### config.mk
export PLATFORM = sky130hd
export DESIGN_NAME = fft_peak_track_flat
export DESIGN_NICKNAME = d
export VERILOG_FILES = /design/src/rtl/fft_peak_track_pkg.sv /design/src/rtl/fft_peak_track_if.sv /design/src/rtl/peak_band_track.sv /design/src/rtl/fft_peak_track.sv /design/src/flat_wrapper.sv
export SDC_FILE = /design/constraint.sdc
export NUM_CORES = 1
export LEC_CHECK = 0
export ABC_AREA = 1
export BUFFER_PORTS_ARGS = -buffer_cell sky130_fd_sc_hd__buf_2
export CAP_MARGIN = 0
export CORE_MARGIN = 2
export CORE_UTILIZATION = 35
export DETAILED_ROUTE_END_ITERATION = 8
export PLACE_DENSITY = 0.51
export SYNTH_ARGS = -nofsm -noshare
export SYNTH_HDL_FRONTEND = slang
export SYNTH_SLANG_ARGS = --single-unit
### constraint.sdc
create_clock -name clk -period 4.4 [get_ports clk]
set_input_delay 0.44 -clock clk [delete_from_list [all_inputs] [get_ports clk]]
set_output_delay 0.44 -clock clk [all_outputs]
set_load 0.005 [all_outputs]
### src/rtl/fft_peak_track_pkg.sv
// Shared sizes, input FSM encoding and bin field slices for fft_peak_track.
// Optional feature macro: PEAK_INDEX_EN (adds per-band peak bin index outputs).
`ifndef FFT_PEAK_TRACK_PKG_SV
`define FFT_PEAK_TRACK_PKG_SV
package fft_peak_track_pkg;
  localparam int DW        = 12;
  localparam int VLEN      = 16;
  localparam int VLEN_LOG2 = 4;

  typedef enum logic {
    ST_IDLE = 1'b0,
    ST_ACC  = 1'b1
  } in_state_e;

  typedef logic [DW-1:0]        mag_t;
  typedef logic [VLEN_LOG2-1:0] bin_t;

  localparam bin_t LAST_BIN = bin_t'(VLEN - 1);
endpackage

// Real part sits in the upper half of a bin word, imaginary in the lower half.
`define FPT_BIN_RE(x) x[2*fft_peak_track_pkg::DW-1 -: fft_peak_track_pkg::DW]
`define FPT_BIN_IM(x) x[fft_peak_track_pkg::DW-1 -: fft_peak_track_pkg::DW]
`endif

### src/rtl/fft_peak_track_if.sv
// Bin stream in / peak report out for fft_peak_track.
// Optional feature macro: PEAK_INDEX_EN (adds idx730/idx850).
interface fft_peak_track_if;
  import fft_peak_track_pkg::*;

  logic [2*DW-1:0] in_x;
  logic            in_nd;
  logic            in_sof;
  logic            in_ovf;
  logic [DW-1:0]   max730;
  logic [DW-1:0]   max850;
  logic            out_valid;
  logic            out_ovf;
  logic            frame_err;
`ifdef PEAK_INDEX_EN
  logic [VLEN_LOG2-1:0] idx730;
  logic [VLEN_LOG2-1:0] idx850;

  modport master (
    output in_x, in_nd, in_sof, in_ovf,
    input  max730, max850, out_valid, out_ovf, frame_err, idx730, idx850
  );
  modport slave (
    input  in_x, in_nd, in_sof, in_ovf,
    output max730, max850, out_valid, out_ovf, frame_err, idx730, idx850
  );
`else
  modport master (
    output in_x, in_nd, in_sof, in_ovf,
    input  max730, max850, out_valid, out_ovf, frame_err
  );
  modport slave (
    input  in_x, in_nd, in_sof, in_ovf,
    output max730, max850, out_valid, out_ovf, frame_err
  );
`endif
endinterface

### src/rtl/peak_band_track.sv
// One band peak tracker: restart on sof, keep first strictly-greater in-band magnitude.
// Optional feature macro: PEAK_INDEX_EN (also tracks the bin of the peak).
module peak_band_track
  import fft_peak_track_pkg::*;
#(
  parameter int LO = 1,
  parameter int HI = 3
) (
  input  logic clk,
  input  logic vld,
  input  logic sof,
  input  bin_t bin,
  input  mag_t mag,
`ifdef PEAK_INDEX_EN
  output bin_t idx_nxt,
`endif
  output mag_t peak_nxt
);
  localparam bin_t LO_B = bin_t'(LO);
  localparam bin_t HI_B = bin_t'(HI);

  if (!(LO >= 0 && LO <= HI && HI < VLEN)) begin : g_bad_band
    $error("peak_band_track: band bounds must satisfy 0 <= LO <= HI < VLEN");
  end

  mag_t cur_q, cur_d;
  bin_t idx_q, idx_d;
  logic in_band;

  always_comb begin
    in_band = (bin >= LO_B) && (bin <= HI_B);
    cur_d   = cur_q;
    idx_d   = idx_q;
    if (vld) begin
      if (sof) begin
        cur_d = '0;
        idx_d = '0;
      end
      // Strict compare so the earliest bin wins a tie.
      if (in_band && (mag > cur_d)) begin
        cur_d = mag;
        idx_d = bin;
      end
    end
  end

  // S3 boundary: tracker state is data-only and restarts on every sof.
  always_ff @(posedge clk) begin
    cur_q <= cur_d;
    idx_q <= idx_d;
  end

  assign peak_nxt = cur_d;
`ifdef PEAK_INDEX_EN
  assign idx_nxt  = idx_d;
`endif
endmodule

### src/rtl/fft_peak_track.sv
// Per-frame band peak tracker behind the FFT: |re|/|im| -> approx magnitude -> two band peaks.
// Optional feature macro: PEAK_INDEX_EN (publishes idx730/idx850 with the peaks).
module fft_peak_track
  import fft_peak_track_pkg::*;
#(
  parameter int A_LO = 1,
  parameter int A_HI = 3,
  parameter int B_LO = 4,
  parameter int B_HI = 7
) (
  input logic             clk,
  input logic             rst,
  fft_peak_track_if.slave bus
);

  function automatic mag_t abs_mag(input logic signed [DW-1:0] x);
    mag_t ux;
    ux = mag_t'(x);
    // -2^(DW-1) maps onto 2^(DW-1), which still fits unsigned DW bits.
    return x[DW-1] ? (~ux + 1'b1) : ux;
  endfunction

  function automatic mag_t approx_mag(input mag_t a, input mag_t b);
    mag_t hi, lo;
    if (a >= b) begin
      hi = a;
      lo = b;
    end else begin
      hi = b;
      lo = a;
    end
    return hi + (lo >> 1);
  endfunction

  // Input FSM: frame alignment and bin numbering.
  in_state_e state_q;
  bin_t      cnt_q;
  logic      frame_err_q;

  always_ff @(posedge clk or posedge rst) begin
    if (rst) begin
      state_q     <= ST_IDLE;
      cnt_q       <= '0;
      frame_err_q <= 1'b0;
    end else begin
      frame_err_q <= 1'b0;
      if (bus.in_nd) begin
        case (state_q)
          ST_IDLE: begin
            if (bus.in_sof) begin
              state_q <= ST_ACC;
              cnt_q   <= bin_t'(1);
            end
          end
          ST_ACC: begin
            if (bus.in_sof) begin
              frame_err_q <= 1'b1;
              cnt_q       <= bin_t'(1);
            end else begin
              cnt_q <= cnt_q + 1'b1;
              if (cnt_q == LAST_BIN) state_q <= ST_IDLE;
            end
          end
          default: state_q <= ST_IDLE;
        endcase
      end
    end
  end

  logic acc_c, last_c;
  bin_t bin_c;

  always_comb begin
    acc_c  = bus.in_nd && (bus.in_sof || (state_q == ST_ACC));
    bin_c  = bus.in_sof ? '0 : cnt_q;
    last_c = !bus.in_sof && (cnt_q == LAST_BIN);
  end

  // S1 boundary: component magnitudes plus tags.
  logic vld_p1_q, vld_p1_d;
  mag_t a_p1_q, a_p1_d, b_p1_q, b_p1_d;
  bin_t bin_p1_q, bin_p1_d;
  logic sof_p1_q, sof_p1_d, last_p1_q, last_p1_d, ovf_p1_q, ovf_p1_d;

  always_comb begin
    vld_p1_d  = acc_c;
    a_p1_d    = abs_mag(`FPT_BIN_RE(bus.in_x));
    b_p1_d    = abs_mag(`FPT_BIN_IM(bus.in_x));
    bin_p1_d  = bin_c;
    sof_p1_d  = bus.in_sof;
    last_p1_d = last_c;
    ovf_p1_d  = bus.in_ovf;
  end

  // S2 boundary: approximate magnitude plus tags.
  logic vld_p2_q, vld_p2_d;
  mag_t mag_p2_q, mag_p2_d;
  bin_t bin_p2_q, bin_p2_d;
  logic sof_p2_q, sof_p2_d, last_p2_q, last_p2_d, ovf_p2_q, ovf_p2_d;

  always_comb begin
    vld_p2_d  = vld_p1_q;
    mag_p2_d  = approx_mag(a_p1_q, b_p1_q);
    bin_p2_d  = bin_p1_q;
    sof_p2_d  = sof_p1_q;
    last_p2_d = last_p1_q;
    ovf_p2_d  = ovf_p1_q;
  end

  always_ff @(posedge clk) begin
    a_p1_q    <= a_p1_d;
    b_p1_q    <= b_p1_d;
    bin_p1_q  <= bin_p1_d;
    sof_p1_q  <= sof_p1_d;
    last_p1_q <= last_p1_d;
    ovf_p1_q  <= ovf_p1_d;
    mag_p2_q  <= mag_p2_d;
    bin_p2_q  <= bin_p2_d;
    sof_p2_q  <= sof_p2_d;
    last_p2_q <= last_p2_d;
    ovf_p2_q  <= ovf_p2_d;
  end

  // S3 boundary: band trackers, then publish from their next-state values.
  mag_t peak_a_nxt, peak_b_nxt;
`ifdef PEAK_INDEX_EN
  bin_t idx_a_nxt, idx_b_nxt;
`endif

  peak_band_track #(.LO(A_LO), .HI(A_HI)) u_band_a (
    .clk      (clk),
    .vld      (vld_p2_q),
    .sof      (sof_p2_q),
    .bin      (bin_p2_q),
    .mag      (mag_p2_q),
`ifdef PEAK_INDEX_EN
    .idx_nxt  (idx_a_nxt),
`endif
    .peak_nxt (peak_a_nxt)
  );

  peak_band_track #(.LO(B_LO), .HI(B_HI)) u_band_b (
    .clk      (clk),
    .vld      (vld_p2_q),
    .sof      (sof_p2_q),
    .bin      (bin_p2_q),
    .mag      (mag_p2_q),
`ifdef PEAK_INDEX_EN
    .idx_nxt  (idx_b_nxt),
`endif
    .peak_nxt (peak_b_nxt)
  );

  logic pub_c;
  logic ovf_acc_q, ovf_acc_d;
  logic out_valid_q, out_valid_d, out_ovf_q, out_ovf_d;
  mag_t max730_q, max730_d, max850_q, max850_d;
`ifdef PEAK_INDEX_EN
  bin_t idx730_q, idx730_d, idx850_q, idx850_d;
`endif

  always_comb begin
    pub_c     = vld_p2_q && last_p2_q;
    ovf_acc_d = ovf_acc_q;
    if (vld_p2_q) ovf_acc_d = (sof_p2_q ? 1'b0 : ovf_acc_q) | ovf_p2_q;
    out_valid_d = pub_c;
    max730_d    = pub_c ? peak_a_nxt : max730_q;
    max850_d    = pub_c ? peak_b_nxt : max850_q;
    out_ovf_d   = pub_c ? ovf_acc_d  : out_ovf_q;
`ifdef PEAK_INDEX_EN
    idx730_d    = pub_c ? idx_a_nxt  : idx730_q;
    idx850_d    = pub_c ? idx_b_nxt  : idx850_q;
`endif
  end

  always_ff @(posedge clk or posedge rst) begin
    if (rst) begin
      vld_p1_q    <= 1'b0;
      vld_p2_q    <= 1'b0;
      ovf_acc_q   <= 1'b0;
      out_valid_q <= 1'b0;
      out_ovf_q   <= 1'b0;
      max730_q    <= '0;
      max850_q    <= '0;
`ifdef PEAK_INDEX_EN
      idx730_q    <= '0;
      idx850_q    <= '0;
`endif
    end else begin
      vld_p1_q    <= vld_p1_d;
      vld_p2_q    <= vld_p2_d;
      ovf_acc_q   <= ovf_acc_d;
      out_valid_q <= out_valid_d;
      out_ovf_q   <= out_ovf_d;
      max730_q    <= max730_d;
      max850_q    <= max850_d;
`ifdef PEAK_INDEX_EN
      idx730_q    <= idx730_d;
      idx850_q    <= idx850_d;
`endif
    end
  end

  assign bus.max730    = max730_q;
  assign bus.max850    = max850_q;
  assign bus.out_valid = out_valid_q;
  assign bus.out_ovf   = out_ovf_q;
  assign bus.frame_err = frame_err_q;
`ifdef PEAK_INDEX_EN
  assign bus.idx730    = idx730_q;
  assign bus.idx850    = idx850_q;
`endif
endmodule
### src/flat_wrapper.sv
// flat-port wrapper written by rule: the top's interface ports become plain ports
module fft_peak_track_flat import fft_peak_track_pkg::*;
#(
  parameter int A_LO = 1,
  parameter int A_HI = 3,
  parameter int B_LO = 4,
  parameter int B_HI = 7
)
  (clk, rst, bus_in_x, bus_in_nd, bus_in_sof, bus_in_ovf, bus_max730, bus_max850, bus_out_valid, bus_out_ovf, bus_frame_err);
  fft_peak_track_if bus_i ();
  input logic clk;
  input logic rst;
  input wire logic [$bits(bus_i.in_x)-1:0] bus_in_x;
  input wire logic [$bits(bus_i.in_nd)-1:0] bus_in_nd;
  input wire logic [$bits(bus_i.in_sof)-1:0] bus_in_sof;
  input wire logic [$bits(bus_i.in_ovf)-1:0] bus_in_ovf;
  output wire logic [$bits(bus_i.max730)-1:0] bus_max730;
  output wire logic [$bits(bus_i.max850)-1:0] bus_max850;
  output wire logic [$bits(bus_i.out_valid)-1:0] bus_out_valid;
  output wire logic [$bits(bus_i.out_ovf)-1:0] bus_out_ovf;
  output wire logic [$bits(bus_i.frame_err)-1:0] bus_frame_err;
  assign bus_i.in_x = bus_in_x;
  assign bus_i.in_nd = bus_in_nd;
  assign bus_i.in_sof = bus_in_sof;
  assign bus_i.in_ovf = bus_in_ovf;
  assign bus_max730 = bus_i.max730;
  assign bus_max850 = bus_i.max850;
  assign bus_out_valid = bus_i.out_valid;
  assign bus_out_ovf = bus_i.out_ovf;
  assign bus_frame_err = bus_i.frame_err;
  fft_peak_track #(.A_LO(A_LO), .A_HI(A_HI), .B_LO(B_LO), .B_HI(B_HI)) u_core (.clk(clk), .rst(rst), .bus(bus_i));
endmodule
==> impl_results.rst <==
.. list-table::
   :header-rows: 1

   * - Metric
     - Value
   * - Status
     - complete, no violations
   * - Via count
     - 4864
   * - Post-Place Cell Area
     - 0.006391 mm2
   * - Final Cycle Share
     - 72.21%
   * - H-tree Lvls
     - 3
   * - Final Max Tran Viols
     - 0
   * - Total nets after synthesis
     - 834
   * - Max-cap check violation count
     - 0
   * - Antenna diode count
     - 0
   * - Syn_area_per_cell
     - 7.998 um2
   * - Distinct cells, synth
     - 39
   * - Smallest setup slack after layout
     - 1.223 ns
   * - Most frequent cell after synthesis
     - sky130_fd_sc_hd__nand2_1
   * - Hold-fix buffer count after cts
     - 0
   * - Data required, critical path
     - 4.67 ns
   * - Overall die height
     - 135.3 um
   * - Mapped cell area
     - 0.006031 mm2
   * - Worst Path Max Fanout
     - 45
   * - Unrepaired setup endpoints after global routing
     - false
   * - Final Hold Violating Endpoints
     - 0
   * - Critical Path Source Type
     - flop
   * - Number of top-level pins
     - 56
   * - Share of the yosys chip area belonging to registers
     - 39.09%
   * - Fin crit period
     - 3.177 ns
   * - Share of the synthesized area in the top cell type
     - 24.56%
   * - Port Buf Inserts
     - 55
   * - Number of enable-type register cells in the synthesized netlist
     - 0
   * - Most numerous cell on the critical path
     - sky130_fd_sc_hd__nor2_1
   * - Starting DRT DRC Count
     - 235
   * - Synthesis-to-finish area growth
     - 10.75%
   * - Sum Neg Setup Slack
     - 0 ns
   * - Max_slew headroom
     - 30.71%
   * - Clock tree skew after final layout
     - 0.01631 ns
   * - Synthesized instance count
     - 754
   * - Placement row count
     - 47
   * - Cell type of the slowest stage on the worst timing path
     - sky130_fd_sc_hd__fa_1
   * - DRC violations left
     - 0
   * - Clock slew at reported path FFs
     - 0.08 ns
   * - Crit. End Element
     - flop
   * - GR Overflow Total
     - 0
   * - First-pass GRT wire length
     - 22980 um
   * - Number of gates given a new drive strength after cts
     - 0
   * - Effective utilization at floorplan
     - 36.11%
   * - Most instantiated cells after synthesis
     - 194 x sky130_fd_sc_hd__nand2_1, 80 x sky130_fd_sc_hd__inv_1, 74 x sky130_fd_sc_hd__dfxtp_1, 63 x sky130_fd_sc_hd__nand3_1
   * - Slew of the pin with the lowest slew margin
     - 1.038 ns
   * - Top FF cell, synth
     - sky130_fd_sc_hd__dfxtp_1
   * - Final instance area
     - 0.006679 mm2
   * - Vias in the first global route
     - 4818
   * - Buffer count from post-CTS setup fixing
     - 0
   * - Async S/R FF share, synth
     - 32.11%
   * - Worst EP arrival
     - 3.45 ns
   * - Sinks on the clock net
     - 109
   * - Antenna violations before repair
     - 0
   * - Total leakage power
     - 3.489 nW
   * - Number of cells after detailed placement
     - 1007
   * - Share of final-layout standard cells stronger than drive strength 1
     - 15.82%
   * - Setup Slack @ Placement
     - 1.237 ns
   * - Main area contributors after synthesis
     - sky130_fd_sc_hd__dfxtp_1 25%, sky130_fd_sc_hd__dfrtp_1 15%, sky130_fd_sc_hd__nand2_1 12%
   * - Die Footprint
     - 0.01830 mm2
   * - Final net count
     - 878
   * - Clk Latency, worst-skew pair
     - 0.35 ns
   * - Worst min-delay path category
     - primary input to asynchronous set/reset pin
   * - Buffer levels on the longest clock path
     - 2
   * - Vias per std cell
     - 4.755
   * - Slack of the worst reg-to-reg path
     - 1.22 ns
   * - Placeable Area
     - 0.01670 mm2
   * - Root buffer selected by CTS
     - sky130_fd_sc_hd__clkbuf_16
   * - Die width
     - 135.3 um
   * - Peak VDD IR
     - 0.2244 mV
   * - Power per cell area
     - 553.1 mW/mm2
   * - Number of synthesized register bits
     - 109
   * - Clock tree from TritonCTS
     - done
   * - Average detailed-routed wire length per instance
     - 13.24 um
   * - Detailed placement HPWL
     - 10290 um
   * - Post-DRT Antenna Nets
     - 0
   * - Maximum cell stage delay along the critical path
     - 0.45 ns
   * - Total setup violations reported at the end of the flow
     - 0
   * - Placer's final routability congestion estimate
     - 0.8558
   * - Fmax achieved
     - 314.7 MHz
   * - Yosys top cell by area
     - sky130_fd_sc_hd__dfxtp_1
   * - Pin count of the biggest net entering global routing
     - 54
   * - Number of standard cells in the final layout excluding fillers
     - 1023
   * - Number of warnings printed during yosys synthesis
     - 0
   * - Critical setup path kind
     - flop to flop
   * - Crit-path cells
     - inv_1 > ha_1 > nand4_1 > a21oi_1 > nor2_2 > nand3_4 > nor2_1 > a21oi_2 > ha_1 > fa_1 > a21oi_1 > nor2_1 > nor2_1 > xor2_1
   * - Drt first pass iters
     - 6
   * - Global-route usage over all layers
     - 15.79%
   * - Wirelength, routed
     - 13540 um
   * - Number of clock buffers inserted by TritonCTS
     - 9
cell usage in the layout (no fill, tap or decap), types with 2 or more instances in the layout:
cell,n
sky130_fd_sc_hd__a21o_1,2
sky130_fd_sc_hd__a21oi_1,32
sky130_fd_sc_hd__a21oi_2,10
sky130_fd_sc_hd__a31oi_1,3
sky130_fd_sc_hd__buf_2,55
sky130_fd_sc_hd__buf_4,3
sky130_fd_sc_hd__clkbuf_16,9
sky130_fd_sc_hd__clkinv_1,2
sky130_fd_sc_hd__clkinv_2,2
sky130_fd_sc_hd__clkinv_4,2
sky130_fd_sc_hd__dfrtp_1,35
sky130_fd_sc_hd__dfxtp_1,74
sky130_fd_sc_hd__ha_1,50
sky130_fd_sc_hd__inv_1,80
sky130_fd_sc_hd__inv_2,2
sky130_fd_sc_hd__nand2_1,194
sky130_fd_sc_hd__nand2_2,17
sky130_fd_sc_hd__nand2_4,12
sky130_fd_sc_hd__nand3_1,63
sky130_fd_sc_hd__nand3_4,3
sky130_fd_sc_hd__nand4_1,28
sky130_fd_sc_hd__nor2_1,50
sky130_fd_sc_hd__nor2_2,2
sky130_fd_sc_hd__nor2_4,2
sky130_fd_sc_hd__nor3_1,6
sky130_fd_sc_hd__nor4_1,2
sky130_fd_sc_hd__o21a_1,2
sky130_fd_sc_hd__o21ai_0,18
sky130_fd_sc_hd__o21ai_1,4
sky130_fd_sc_hd__o21ai_2,3
sky130_fd_sc_hd__xnor2_1,2
sky130_fd_sc_hd__xor2_1,26
critical path, delay by kind of cell, from the launching register on:
| kind | cells | cell delay (ns) |
|---|---|---|
| buffers and inverters | 1 | 0.06 |
| adder cells (fa/ha/maj) | 3 | 1.02 |
| AO/OA/AOI/OAI | 3 | 0.37 |
| AND/OR/NAND/NOR | 6 | 1.17 |
| flip-flops | 1 | 0.33 |
| XOR/XNOR | 1 | 0.14 |
path summary, 6_finish.rpt:
check                                  start              endpoint  cells after the start
setup / recovery           u_core.b_p1_q[11]    u_core.mag_p2_q[8]                     14
hold / removal                           rst  u_core.bus.max850[6]                      3
setup reg to reg           u_core.b_p1_q[11]    u_core.mag_p2_q[8]                     14
hold reg to reg              u_core.sof_p1_q       u_core.sof_p2_q                      0
max in group asynchronous                rst  u_core.bus.max850[0]                      3
min in group clk                  bus_in_ovf       u_core.ovf_p1_q                      1
per-stage QoR:
stage	power (mW)	hold slack, ns	util, %
4_1_cts	3.740	0.1714	39.99
5_1_grt	4.033	0.1752	39.99
2_1_floorplan	2.657	0.3096	-
6_report	3.694	0.1771	39.99
3_5_place_dp	2.937	0.3121	38.27
3_3_place_gp	2.899	0.3122	38.27
logic make-up after synthesis:
kind of cell / Yosys count / synth area share (%)
simple gates: 381 / 29.98
compound gates: 76 / 7.407
flops: 109 / 39.09
buf+inv: 109 / 8.755
xor+xnor: 28 / 4.066
fa+ha+maj: 51 / 10.71
registers in the layout, indices dropped and copies added, names as in the netlist, 4 cells and up:
name and cells:
u_core.mag_p2_q 12, u_core.u_band_b.cur_q 12, u_core.bus.max850 12, u_core.u_band_a.cur_q 12
u_core.b_p1_q 12, u_core.bin_p2_q 4, u_core.bus.max730 12, u_core.cnt_q 4
u_core.bin_p1_q 4, u_core.a_p1_q 12
report_power, final:
group / switching (mW) / internal, mW / total (mW)
registers: 0.131 / 1.19 / 1.32
logic: 1.00 / 0.584 / 1.59
clock network: 0.388 / 0.393 / 0.782
total: 1.52 / 2.17 / 3.69
final cells by class:
class | count | area (um2)
multi-input combinational | 536 | 3146
clock inverter | 7 | 62.56
timing repair buffer | 58 | 297.8
clock buffer | 9 | 225.2
fill | 1726 | 10020
inverter | 84 | 315.3
tap | 220 | 275.3
sequential | 109 | 2357
per-layer routing:
metal  routed length (um)  share of wire (%)  vias up  GRT usage (%)
met5                    0                  0        -              0
met4                  308                2.3        0          6.597
met3                  599                4.4       19          2.432
met2                 6141                 45      111          25.66
met1                 6494                 48     2204          20.97
li1                     -                  -     2530              -
Note: power is estimated with default switching activity, not from simulation.
